## src/rtl/spi_adc_ctrl_pkg.sv

```systemverilog
// Shared constants and FSM state type for the SPI-attached ADC controller.
package spi_adc_pkg;

  localparam logic [7:0] OP_WRITE  = 8'h01;
  localparam logic [7:0] OP_READ   = 8'h02;
  localparam logic [7:0] OP_STREAM = 8'h03;

  localparam logic [7:0] REG_CTRL   = 8'd0;
  localparam logic [7:0] REG_DECIM  = 8'd1;
  localparam logic [7:0] REG_GAIN   = 8'd2;
  localparam logic [7:0] REG_STATUS = 8'd3;

  typedef enum logic [2:0] {
    S_IDLE,
    S_ADDR,
    S_WDATA,
    S_RTX,
    S_COUNT,
    S_SWAIT,
    S_SHI,
    S_SLO
  } state_t;

endpackage

```

## src/rtl/spi_adc_ctrl_if.sv

```systemverilog
// Byte/sample stream handshakes between the controller, the SPI slave core and the ADC.
interface spi_adc_ctrl_if #(
  parameter int SAMPLE_W = 12
);
  logic                rx_valid;
  logic [7:0]          rx_data;
  logic                rx_ready;
  logic                tx_valid;
  logic [7:0]          tx_data;
  logic                tx_ready;
  logic                adc_valid;
  logic [SAMPLE_W-1:0] adc_data;
  logic                adc_ready;

  modport slave (
    input  rx_valid, rx_data, tx_ready, adc_valid, adc_data,
    output rx_ready, tx_valid, tx_data, adc_ready
  );

  modport master (
    output rx_valid, rx_data, tx_ready, adc_valid, adc_data,
    input  rx_ready, tx_valid, tx_data, adc_ready
  );
endinterface

```

## src/rtl/spi_adc_ctrl_sync_2ff.sv

```systemverilog
// Two-flop synchronizer for an active-low level that idles high.
module sync_2ff (
  input  logic clk_clk,
  input  logic reset_reset_n,
  input  logic i_d,
  output logic o_q
);
  logic r_meta;
  logic r_sync;

  always_ff @(posedge clk_clk) begin
    if (!reset_reset_n) begin
      r_meta <= 1'b1;
      r_sync <= 1'b1;
    end else begin
      r_meta <= i_d;
      r_sync <= r_meta;
    end
  end

  assign o_q = r_sync;
endmodule

```

## src/rtl/spi_adc_ctrl.sv

```systemverilog
// Opcode-driven register file and ADC sample streamer behind an SPI slave byte interface.
module spi_adc_ctrl
  import spi_adc_pkg::*;
#(
  parameter int NREG     = 4,
  parameter int SAMPLE_W = 12
) (
  input  logic            clk_clk,
  input  logic            reset_reset_n,
  input  logic            spi_nss,
  spi_adc_ctrl_if.slave   bus,
  output logic            cfg_adc_en,
  output logic [7:0]      cfg_decim,
  output logic [7:0]      cfg_gain,
  output logic            busy
);
  localparam logic [7:0] NREG_B = 8'(NREG);

  state_t        r_state;
  logic          r_is_read;
  logic [7:0]    r_addr;
  logic          r_adc_en;
  logic [7:0]    r_decim;
  logic [7:0]    r_gain;
  logic          r_bad_op;
  logic          r_bad_addr;
  logic [8:0]    r_cnt;
  logic [15:0]   r_sample;
  logic          r_rx_ready;
  logic          r_tx_valid;
  logic [7:0]    r_tx_data;
  logic          r_adc_ready;
  logic          r_busy;
  logic          r_nss_prev;

  logic                w_nss_sync;
  logic                w_abort;
  logic                w_rx_fire;
  logic                w_tx_fire;
  logic                w_adc_fire;
  logic                w_rx_addr_ok;
  logic                w_wr_addr_ok;
  logic [7:0]          w_rd_data;
  logic [SAMPLE_W-1:0] w_adc_sample;

  sync_2ff u_nss_sync (
    .clk_clk       (clk_clk),
    .reset_reset_n (reset_reset_n),
    .i_d           (spi_nss),
    .o_q           (w_nss_sync)
  );

  always_ff @(posedge clk_clk) begin
    if (!reset_reset_n) r_nss_prev <= 1'b1;
    else                r_nss_prev <= w_nss_sync;
  end

  assign w_abort      = w_nss_sync & ~r_nss_prev;
  assign w_rx_fire    = bus.rx_valid & r_rx_ready;
  assign w_tx_fire    = r_tx_valid & bus.tx_ready;
  assign w_adc_fire   = bus.adc_valid & r_adc_ready;
  assign w_rx_addr_ok = bus.rx_data < NREG_B;
  assign w_wr_addr_ok = r_addr < NREG_B;
  assign w_adc_sample = bus.adc_data;

  // Read data is looked up from the address byte as it arrives so tx_data is ready on the next edge.
  always_comb begin
    w_rd_data = '0;
    if (w_rx_addr_ok) begin
      case (bus.rx_data)
        REG_CTRL:   w_rd_data = {7'b0, r_adc_en};
        REG_DECIM:  w_rd_data = r_decim;
        REG_GAIN:   w_rd_data = r_gain;
        REG_STATUS: w_rd_data = {6'b0, r_bad_addr, r_bad_op};
        default:    w_rd_data = '0;
      endcase
    end
  end

  always_ff @(posedge clk_clk) begin
    if (!reset_reset_n) begin
      r_state     <= S_IDLE;
      r_is_read   <= 1'b0;
      r_addr      <= '0;
      r_adc_en    <= 1'b0;
      r_decim     <= '0;
      r_gain      <= '0;
      r_bad_op    <= 1'b0;
      r_bad_addr  <= 1'b0;
      r_cnt       <= '0;
      r_sample    <= '0;
      r_rx_ready  <= 1'b0;
      r_tx_valid  <= 1'b0;
      r_tx_data   <= '0;
      r_adc_ready <= 1'b0;
      r_busy      <= 1'b0;
    end else if (w_abort) begin
      // Frame end overrides any transfer on this edge; configuration registers are kept.
      r_state     <= S_IDLE;
      r_rx_ready  <= 1'b1;
      r_tx_valid  <= 1'b0;
      r_adc_ready <= 1'b0;
      r_busy      <= 1'b0;
    end else begin
      r_rx_ready <= 1'b1;
      case (r_state)
        S_IDLE: begin
          if (w_rx_fire) begin
            if (bus.rx_data == OP_WRITE || bus.rx_data == OP_READ) begin
              r_is_read <= (bus.rx_data == OP_READ);
              r_state   <= S_ADDR;
              r_busy    <= 1'b1;
            end else if (bus.rx_data == OP_STREAM) begin
              r_state <= S_COUNT;
              r_busy  <= 1'b1;
            end else begin
              r_bad_op <= 1'b1;
            end
          end
        end
        S_ADDR: begin
          if (w_rx_fire) begin
            r_addr <= bus.rx_data;
            if (r_is_read) begin
              r_state    <= S_RTX;
              r_rx_ready <= 1'b0;
              r_tx_valid <= 1'b1;
              r_tx_data  <= w_rd_data;
              if (!w_rx_addr_ok) r_bad_addr <= 1'b1;
            end else begin
              r_state <= S_WDATA;
            end
          end
        end
        S_WDATA: begin
          if (w_rx_fire) begin
            if (!w_wr_addr_ok) begin
              r_bad_addr <= 1'b1;
            end else begin
              case (r_addr)
                REG_CTRL:   r_adc_en <= bus.rx_data[0];
                REG_DECIM:  r_decim  <= bus.rx_data;
                REG_GAIN:   r_gain   <= bus.rx_data;
                REG_STATUS: begin
                  r_bad_op   <= 1'b0;
                  r_bad_addr <= 1'b0;
                end
                default: ;
              endcase
            end
            r_state <= S_IDLE;
            r_busy  <= 1'b0;
          end
        end
        S_RTX: begin
          r_rx_ready <= 1'b0;
          if (w_tx_fire) begin
            r_tx_valid <= 1'b0;
            r_rx_ready <= 1'b1;
            r_state    <= S_IDLE;
            r_busy     <= 1'b0;
          end
        end
        S_COUNT: begin
          if (w_rx_fire) begin
            r_cnt       <= (bus.rx_data == 8'd0) ? 9'd256 : {1'b0, bus.rx_data};
            r_state     <= S_SWAIT;
            r_adc_ready <= r_adc_en;
          end
        end
        S_SWAIT: begin
          r_adc_ready <= r_adc_en;
          if (w_adc_fire) begin
            r_sample    <= 16'(w_adc_sample);
            r_tx_data   <= 8'(16'(w_adc_sample) >> 8);
            r_tx_valid  <= 1'b1;
            r_adc_ready <= 1'b0;
            r_state     <= S_SHI;
          end
        end
        S_SHI: begin
          if (w_tx_fire) begin
            r_tx_data <= r_sample[7:0];
            r_state   <= S_SLO;
          end
        end
        S_SLO: begin
          if (w_tx_fire) begin
            r_tx_valid <= 1'b0;
            r_cnt      <= r_cnt - 9'd1;
            if (r_cnt == 9'd1) begin
              r_state <= S_IDLE;
              r_busy  <= 1'b0;
            end else begin
              r_state     <= S_SWAIT;
              r_adc_ready <= r_adc_en;
            end
          end
        end
        default: r_state <= S_IDLE;
      endcase
    end
  end

  assign bus.rx_ready  = r_rx_ready;
  assign bus.tx_valid  = r_tx_valid;
  assign bus.tx_data   = r_tx_data;
  assign bus.adc_ready = r_adc_ready;
  assign cfg_adc_en    = r_adc_en;
  assign cfg_decim     = r_decim;
  assign cfg_gain      = r_gain;
  assign busy          = r_busy;

endmodule

```

## src/flat_wrapper.sv

```systemverilog
// flat-port wrapper written by rule: the top's interface ports become plain ports
module spi_adc_ctrl_flat import spi_adc_pkg::*;
#(
  parameter int NREG     = 4,
  parameter int SAMPLE_W = 12
)
  (clk_clk, reset_reset_n, spi_nss, cfg_adc_en, cfg_decim, cfg_gain, busy, bus_rx_valid, bus_rx_data, bus_tx_ready, bus_adc_valid, bus_adc_data, bus_rx_ready, bus_tx_valid, bus_tx_data, bus_adc_ready);
  spi_adc_ctrl_if #(.SAMPLE_W(SAMPLE_W)) bus_i ();
  input  logic clk_clk;
  input  logic reset_reset_n;
  input  logic spi_nss;
  output logic cfg_adc_en;
  output logic [7:0] cfg_decim;
  output logic [7:0] cfg_gain;
  output logic busy;
  input wire logic [$bits(bus_i.rx_valid)-1:0] bus_rx_valid;
  input wire logic [$bits(bus_i.rx_data)-1:0] bus_rx_data;
  input wire logic [$bits(bus_i.tx_ready)-1:0] bus_tx_ready;
  input wire logic [$bits(bus_i.adc_valid)-1:0] bus_adc_valid;
  input wire logic [$bits(bus_i.adc_data)-1:0] bus_adc_data;
  output wire logic [$bits(bus_i.rx_ready)-1:0] bus_rx_ready;
  output wire logic [$bits(bus_i.tx_valid)-1:0] bus_tx_valid;
  output wire logic [$bits(bus_i.tx_data)-1:0] bus_tx_data;
  output wire logic [$bits(bus_i.adc_ready)-1:0] bus_adc_ready;
  assign bus_i.rx_valid = bus_rx_valid;
  assign bus_i.rx_data = bus_rx_data;
  assign bus_i.tx_ready = bus_tx_ready;
  assign bus_i.adc_valid = bus_adc_valid;
  assign bus_i.adc_data = bus_adc_data;
  assign bus_rx_ready = bus_i.rx_ready;
  assign bus_tx_valid = bus_i.tx_valid;
  assign bus_tx_data = bus_i.tx_data;
  assign bus_adc_ready = bus_i.adc_ready;
  spi_adc_ctrl #(.NREG(NREG), .SAMPLE_W(SAMPLE_W)) u_core (.clk_clk(clk_clk), .reset_reset_n(reset_reset_n), .spi_nss(spi_nss), .bus(bus_i), .cfg_adc_en(cfg_adc_en), .cfg_decim(cfg_decim), .cfg_gain(cfg_gain), .busy(busy));
endmodule
```

## config.mk

```make
export PLATFORM = sky130hd
export DESIGN_NAME = spi_adc_ctrl_flat
export DESIGN_NICKNAME = d
export VERILOG_FILES = /design/src/rtl/spi_adc_ctrl_pkg.sv /design/src/rtl/spi_adc_ctrl_if.sv /design/src/rtl/spi_adc_ctrl_sync_2ff.sv /design/src/rtl/spi_adc_ctrl.sv /design/src/flat_wrapper.sv
export SDC_FILE = /design/constraint.sdc
export NUM_CORES = 1
export LEC_CHECK = 0
export BUFFER_PORTS_ARGS = -buffer_cell sky130_fd_sc_hd__buf_4
export CAP_MARGIN = 0
export CORE_MARGIN = 1
export CORE_UTILIZATION = 35
export DETAILED_ROUTE_END_ITERATION = 8
export GPL_TIMING_DRIVEN = 0
export SLEW_MARGIN = 20
export SYNTH_ARGS = -nofsm -noshare
export SYNTH_HDL_FRONTEND = slang
export SYNTH_SLANG_ARGS = --single-unit
```

## constraint.sdc

```tcl
create_clock -name clk_clk -period 4.15 [get_ports clk_clk]
set_input_delay 0.415 -clock clk_clk [delete_from_list [all_inputs] [get_ports clk_clk]]
set_output_delay 0.415 -clock clk_clk [all_outputs]
set_load 0.05 [all_outputs]
```

# After elaboration in Yosys (flattened, before gate mapping)
# Index checks and enable logic that the tools add are counted.
# Widths: inputs -> output; s select.
# totals
word_cells	147
inputBits	26
mem_bits_rw	0
romBits	0
regBits	63
latchBits	0
memories	0
# op_classes
n_shift	0
div_mod_pow	0
magnitude_cmp	2
reduce_logical	27
add_sub_neg	1
n_mux	59
n_bitwise	7
eq_ne	33
mul	0
# ops
cell	count
$mux 8	5
$mux 3	11
$eq 8x2->1 const B	4
$pmux 8 s4	1
$mux 1	30
$mux 9	3
$ne 2x1->1 const B	13
$pmux 3 s8	1
$pmux 8 s3	1
$reduce_and 5->1	4
$pmux 9 s2	1
$eq 8x1->1 const B	2
$logic_not 8->1	2
$lt 8x3->1 const B	2
$reduce_and 7->1	2
$eq 3x3->1 const B	4
$reduce_and 4->1	3
$eq 9x1->1 const B	1
$reduce_and 9->1	1
$reduce_bool 3->1	3
$sub 9x1->9 const B	1
$ne 2x2->1 const B	4
$reduce_and 8->1	1
$eq 3x2->1 const B	2
other kinds (15)	27

# Logic depth before layout (Yosys ltp)
# logic_depth
word_depth	6
depth_mapped	8
mapped_depth_nobuf	6

# Cells and area by module
# A second synthesis with hierarchy kept.
# hier_totals
cells_unflattened	367
area_unflattened_um2	3180.6
# by_module_without_submodules
mod	area_per_inst_um2	seq_area_each_um2	cells_each	instances
spi_adc_ctrl	3128.0	1221.2	363	1
sync_2ff	52.6	40.0	4	1

# Worst setup path before layout
# Ideal clock, no wire load.
# synth_timing
path_type	input -> register
start	input bus_rx_data[7]
end	register u_core.r_tx_data[1], in the netlist u_core.bus.tx_data[1]
t_arrival_ns	1.879
path_stages	5
setup_time_ns	0.080
slack_ns	2.190
required_ns	4.070
path_cell_list	or4_1 buf_2 a2111oi_4 a22oi_1 a211oi_2
# synth_between
elab_chain_cells	6
elab_cells_between_ends	10
# synth_rtl
element	line	rtl
from (decl)	flat_wrapper.sv:17	input wire logic [$bits(bus_i.rx_data)-1:0] bus_rx_data;
branches (longest 2 deep; another with $lt 8x3->1)	--	
$mux 8 (*)	spi_adc_ctrl.sv:69	if (w_rx_addr_ok) begin
$mux 8 (*)	spi_adc_ctrl.sv:124	if (r_is_read) begin
$mux 8 (*)	spi_adc_ctrl.sv:122	if (w_rx_fire) begin
$pmux 8 s3 (*)	spi_adc_ctrl.sv:106	case (r_state)
to (signal assigned)	spi_adc_ctrl.sv:128	r_tx_data <= w_rd_data;
to (signal assigned)	spi_adc_ctrl.sv:175	r_tx_data <= 8'(16'(w_adc_sample) >> 8);
to (signal assigned)	spi_adc_ctrl.sv:183	r_tx_data <= r_sample[7:0];
to (decl)	spi_adc_ctrl.sv:31	logic [7:0] r_tx_data;
# Mark *: on every way between the ends. The select of a mux whose other input is x is not followed.
# A chain may end at the register's enable or synchronous reset.

# Worst setup path in the final report
# layout_timing
start	register u_core.r_state[1]
end	register u_core.r_decim[4], in the netlist u_core.cfg_decim[4]
# layout_between
elab_chain_cells	2
# layout_rtl
element	line	rtl
from (decl)	spi_adc_ctrl.sv:19	state_t r_state;
from (signal assigned)	spi_adc_ctrl.sv:82	r_state <= S_IDLE;
from (signal assigned)	spi_adc_ctrl.sv:99	r_state <= S_IDLE;
from (signal assigned)	spi_adc_ctrl.sv:111	r_state <= S_ADDR;
$eq 3x2->1	spi_adc_ctrl.sv:106	
$reduce_and 5->1 (no source line)	--	
to (signal assigned)	spi_adc_ctrl.sv:142	REG_DECIM: r_decim <= bus.rx_data;
to (decl)	spi_adc_ctrl.sv:23	logic [7:0] r_decim;
# No other way between the ends.

==> impl_metrics.csv <==
group,metric,value,unit
sta,timing_worst_slew_pin_value,0.947,ns
grt,grt_max_degree,13,
synthesis,synth.ff_latch_count,63,
cts,tritoncts_num_sinks,63,
final_layout,areaGrowthSynthToFinish,23.3,%
cts,post_cts_hold_buffer_count,0,
critical_path,timing.critical_path.max_delay_family,"simple AND/OR/NAND/NOR gates",
min_path,min_path_cells,2,
cts,htreeDepth,3,
place,placed_cell_area,3910,µm²
sta,finalWorstPathRequiredPeriod,2.46,ns
detailed_routing,via_count,3310,
min_path,min_delay_worst_endpoint,"u_core.u_nss_sync.r_meta",
run,drv.max_cap_violation_count,0,
floorplan,coreArea,9280,µm²
power,power.share.clock,0.466,
sta,finalHoldViolations,0,
synthesis,async_reset_ff_frac,0,
synthesis,yosysTopAreaCellShare,0.375,
power,power.static_leakage,0.00158,µW
detailed_routing,postRouteAntennaNets,0,
cts,clock_insertion_delay_worst_skew,0.36,ns
cts,cts_buffer_depth,2,
critical_path,worst_setup_path_end_kind,"flip-flop",
place,number_of_buffers_inserted_by_port_buffering,52,
grt,gr-total-overflow,0,
power,switchingPower,346,µW
synthesis,mappedNetlistNets,418,
power,power.share.combinational,0.080,
place,place.detailed.hpwl,7200,µm
floorplan,io-pin-count,55,
final_layout,layout.nets,481,
cts,cts_post_setup_buffers_inserted,0,
cts,cts_root_buf,"sky130_fd_sc_hd__clkbuf_8",
critical_path,critical_path.cell_chain,"buf_2, nor3b_2, nand3_1, clkbuf_1, o31ai_1, a21oi_1",
floorplan,fp.dieArea,10000,µm²
grt,first_global_vias,3179,
floorplan,fp.dieH,100,µm
cts,clk_pin_slew,0.08,ns
outcome,outcome,"finished, final reports clean",
final_layout,layout-drive-gt1-share,0.197,
critical_path,path_buf_inv,2,
min_path,worstHoldPathType,"input pin to flip-flop",
critical_path,startpoint_type,"flip-flop",
critical_path,rr_startpoint,"u_core.r_state[1]",
final_layout,layout.filler_cells,958,
power,p_int,1000,µW
critical_path,critPathMaxFanout,10,
critical_path,critPathMaxStageDelay,0.53,ns
sta,period_share,0.592,
power,report.power.total,1350,µW
grt,track_usage,0.208,
sta,timing.setup.tns,0,ns
grt,global_route_wire_length_before_repair,16300,µm
synthesis,ys_seq_area_frac,0.375,
detailed_routing,drt_iter0_drc,201,
critical_path,cp.required,4.38,ns
grt,grt_antenna_before_repair,0,
critical_path,cp.arrival,2.69,ns
place,dp_slack,1.77,ns
final_layout,fin_area,4140,µm²
critical_path,critical-path-slowest-cell,"sky130_fd_sc_hd__nor3b_2",
synthesis,post-synth-top-area-cell,"sky130_fd_sc_hd__dfxtp_1",
cts,tritoncts,"built",
min_path,worst_hold_start,"spi_nss",
critical_path,reg2reg_slack,1.69,ns
detailed_routing,avgRoutedWirePerCell,17.1,µm
sta,highest_clock_rate,0.407,GHz
detailed_routing,number_of_iterations_in_the_first_detailed_routing_pass,5,
sta,slew_violations,0,
critical_path,timing_worst_setup_path_type,"flip-flop to flip-flop",
synthesis,post_synth_inst_count,390,
cts,tritoncts.num_buffers,9,
synthesis,syn_area_per_cell,8.62,µm²
synthesis,synth_area,3360,µm²
power,power_switching_share,0.256,
synthesis,synthFlopType,"sky130_fd_sc_hd__dfxtp_1",
sta,report.final.setup_viol,0,
detailed_routing,avgViaCountPerCell,5.64,
sta,max_transition_margin,0.363,
cts,cts_resized,0,
sta,worst_clock_skew,0.0143,ns
power,proportion_of_power_drawn_by_flip_flops_and_latches,0.454,
place,globalplace.congestion,0.883,
power,power.density_cell_area,326,nW/µm²
power,max-vdd-ir-drop,0.146,mV
detailed_routing,routed_wirelength,10100,µm
sta,postLayoutSetupSlackWorst,1.69,ns
floorplan,initial_core_util,0.362,
final_layout,insertedDiodeCount,0,
synthesis,ys_types,62,
critical_path,rr_worst_depth,6,
detailed_routing,drcViolationCount,0,
floorplan,die_width,100,µm
synthesis,synth_edf_count,0,
floorplan,core.rowCount,35,
synthesis,post_synth_main_area_contributors,"sky130_fd_sc_hd__dfxtp_1 (38%), sky130_fd_sc_hd__a21oi_1 (6.3%), sky130_fd_sc_hd__mux2i_1 (5.7%)",
critical_path,end_of_the_worst_register_to_register_path,"u_core.cfg_decim[4]",
synthesis,number_of_warnings_reported_in_the_yosys_synthesis_log,0,
sta,rsz0062_at_grt,"false",
per-stage QoR:
step | std cells | util | hold slack, ns
floorplan | 390 | - | 0.386
global placement | 571 | 0.422 | 0.401
detailed placement | 571 | 0.422 | 0.403
CTS | 587 | 0.446 | 0.240
global route | 587 | 0.446 | 0.269
finish | 587 | 0.446 | 0.242
how the worst max path moves through the flow:
stage,startpoint,endpoint,cells after the start
6_report,u_core.r_state[1],u_core.cfg_decim[4],6
5_1_grt,u_core.r_state[1],u_core.cfg_gain[2],6
4_1_cts,u_core.r_state[1],u_core.cfg_decim[4],6
3_5_place_dp,u_core.r_state[1],u_core.cfg_decim[4],6
3_3_place_gp,bus_rx_data[7],u_core.bus.tx_data[4],6
2_1_floorplan,bus_rx_data[7],u_core.bus.tx_data[1],5
power by group through the flow:
stage	combinational, µW	sequential [µW]	clock, µW
after global routing	116	614	663
after detailed placement	106	627	0
after CTS	107	613	637
after global placement	106	627	0
after floorplan	56.3	631	0
final	107	613	630
metal layers:
metal | vias to the layer above | wire length [µm] | global-route usage
met3 | 18 | 518 | 0.0348
met5 | - | 0 | 0
met1 | 1578 | 4900 | 0.298
met4 | 0 | 167 | 0.0647
li1 | 1617 | - | -
met2 | 97 | 4470 | 0.320
sequential cells by signal, indices dropped and copies added, names as in the netlist:
signal / count
u_core.u_nss_sync.r_meta: 1
u_core.bus.tx_data: 8
u_core.cfg_adc_en: 1
u_core.r_is_read: 1
u_core.bus.tx_valid: 1
u_core.r_sample: 8
u_core.r_nss_prev: 1
u_core.r_addr: 8
u_core.bus.adc_ready: 1
u_core.u_nss_sync.o_q: 1
u_core.r_cnt: 9
u_core.r_state: 3
u_core.bus.rx_ready: 1
u_core.busy: 1
u_core.r_bad_addr: 1
u_core.r_bad_op: 1
u_core.cfg_gain: 8
u_core.cfg_decim: 8
cell usage in the layout (no fill, tap or decap), types with 3 or more instances in the layout:
cell type / Yosys / final
sky130_fd_sc_hd__a211oi_1: 3 / 3
sky130_fd_sc_hd__a211oi_2: 8 / 8
sky130_fd_sc_hd__a21o_1: 8 / 8
sky130_fd_sc_hd__a21oi_1: 42 / 42
sky130_fd_sc_hd__a22o_1: 10 / 10
sky130_fd_sc_hd__a22oi_1: 4 / 4
sky130_fd_sc_hd__a31oi_1: 3 / 3
sky130_fd_sc_hd__a32oi_1: 4 / 4
sky130_fd_sc_hd__and2_1: 5 / 5
sky130_fd_sc_hd__buf_1: 8 / 8
sky130_fd_sc_hd__buf_2: 8 / 8
sky130_fd_sc_hd__buf_4: 0 / 52
sky130_fd_sc_hd__clkbuf_1: 19 / 19
sky130_fd_sc_hd__clkbuf_8: 0 / 10
sky130_fd_sc_hd__dfxtp_1: 63 / 63
sky130_fd_sc_hd__inv_1: 7 / 7
sky130_fd_sc_hd__mux2i_1: 19 / 19
sky130_fd_sc_hd__nand2_1: 17 / 17
sky130_fd_sc_hd__nand2b_1: 6 / 6
sky130_fd_sc_hd__nand3_1: 13 / 13
sky130_fd_sc_hd__nand4_1: 19 / 19
sky130_fd_sc_hd__nor2_1: 28 / 28
sky130_fd_sc_hd__nor2b_1: 9 / 9
sky130_fd_sc_hd__nor3_1: 6 / 6
sky130_fd_sc_hd__nor4_1: 5 / 5
sky130_fd_sc_hd__o21ai_0: 3 / 3
sky130_fd_sc_hd__o21ai_1: 8 / 8
sky130_fd_sc_hd__o31ai_1: 19 / 19
sky130_fd_sc_hd__or3_1: 3 / 3
sky130_fd_sc_hd__or4_1: 3 / 3
cells in the mapped netlist (2+ instances only):
cell / instances
sky130_fd_sc_hd__nor4_1: 5
sky130_fd_sc_hd__inv_1: 7
sky130_fd_sc_hd__nand4_1: 19
sky130_fd_sc_hd__a22oi_1: 4
sky130_fd_sc_hd__nand2_1: 17
sky130_fd_sc_hd__nand3_1: 13
sky130_fd_sc_hd__a21oi_1: 42
sky130_fd_sc_hd__buf_1: 8
sky130_fd_sc_hd__a21o_1: 8
sky130_fd_sc_hd__nor2b_1: 9
sky130_fd_sc_hd__o41ai_1: 2
sky130_fd_sc_hd__dfxtp_1: 63
sky130_fd_sc_hd__o21ai_0: 3
sky130_fd_sc_hd__o21ai_1: 8
sky130_fd_sc_hd__clkbuf_1: 19
sky130_fd_sc_hd__nor3_1: 6
sky130_fd_sc_hd__o2bb2ai_1: 2
sky130_fd_sc_hd__nor2_1: 28
sky130_fd_sc_hd__a311oi_1: 2
sky130_fd_sc_hd__a211oi_1: 3
sky130_fd_sc_hd__or3_1: 3
sky130_fd_sc_hd__nand2b_1: 6
sky130_fd_sc_hd__or4_1: 3
sky130_fd_sc_hd__o211ai_1: 2
sky130_fd_sc_hd__ha_1: 2
sky130_fd_sc_hd__a22o_1: 10
sky130_fd_sc_hd__buf_2: 8
sky130_fd_sc_hd__and2_1: 5
sky130_fd_sc_hd__a211oi_2: 8
sky130_fd_sc_hd__nor3b_1: 2
sky130_fd_sc_hd__o31ai_1: 19
sky130_fd_sc_hd__a31oi_1: 3
sky130_fd_sc_hd__a32oi_1: 4
sky130_fd_sc_hd__mux2i_1: 19
layout make-up:
class,count,area (µm²),area share
multi-input cells,284,1930,0.466
plain buffers,35,141,0.0341
repair buffers,52,390,0.0942
clock inverters,6,92.6,0.0223
flip-flops and latches,63,1260,0.304
well taps,129,161,0.0389
clock buffers,10,138,0.0332
inverters,8,30.0,0.00725
logic make-up after synthesis:
| logic type | synth area share |
|---|---|
| AND/OR/NAND/NOR | 0.205 |
| flip-flops | 0.375 |
| AO/OA/AOI/OAI | 0.290 |
| buffers and inverters | 0.0510 |
| XOR/XNOR | 0.00521 |
| multiplexers | 0.0633 |
| adder cells (fa/ha/maj) | 0.0104 |
(Power assumes the default switching activity.)
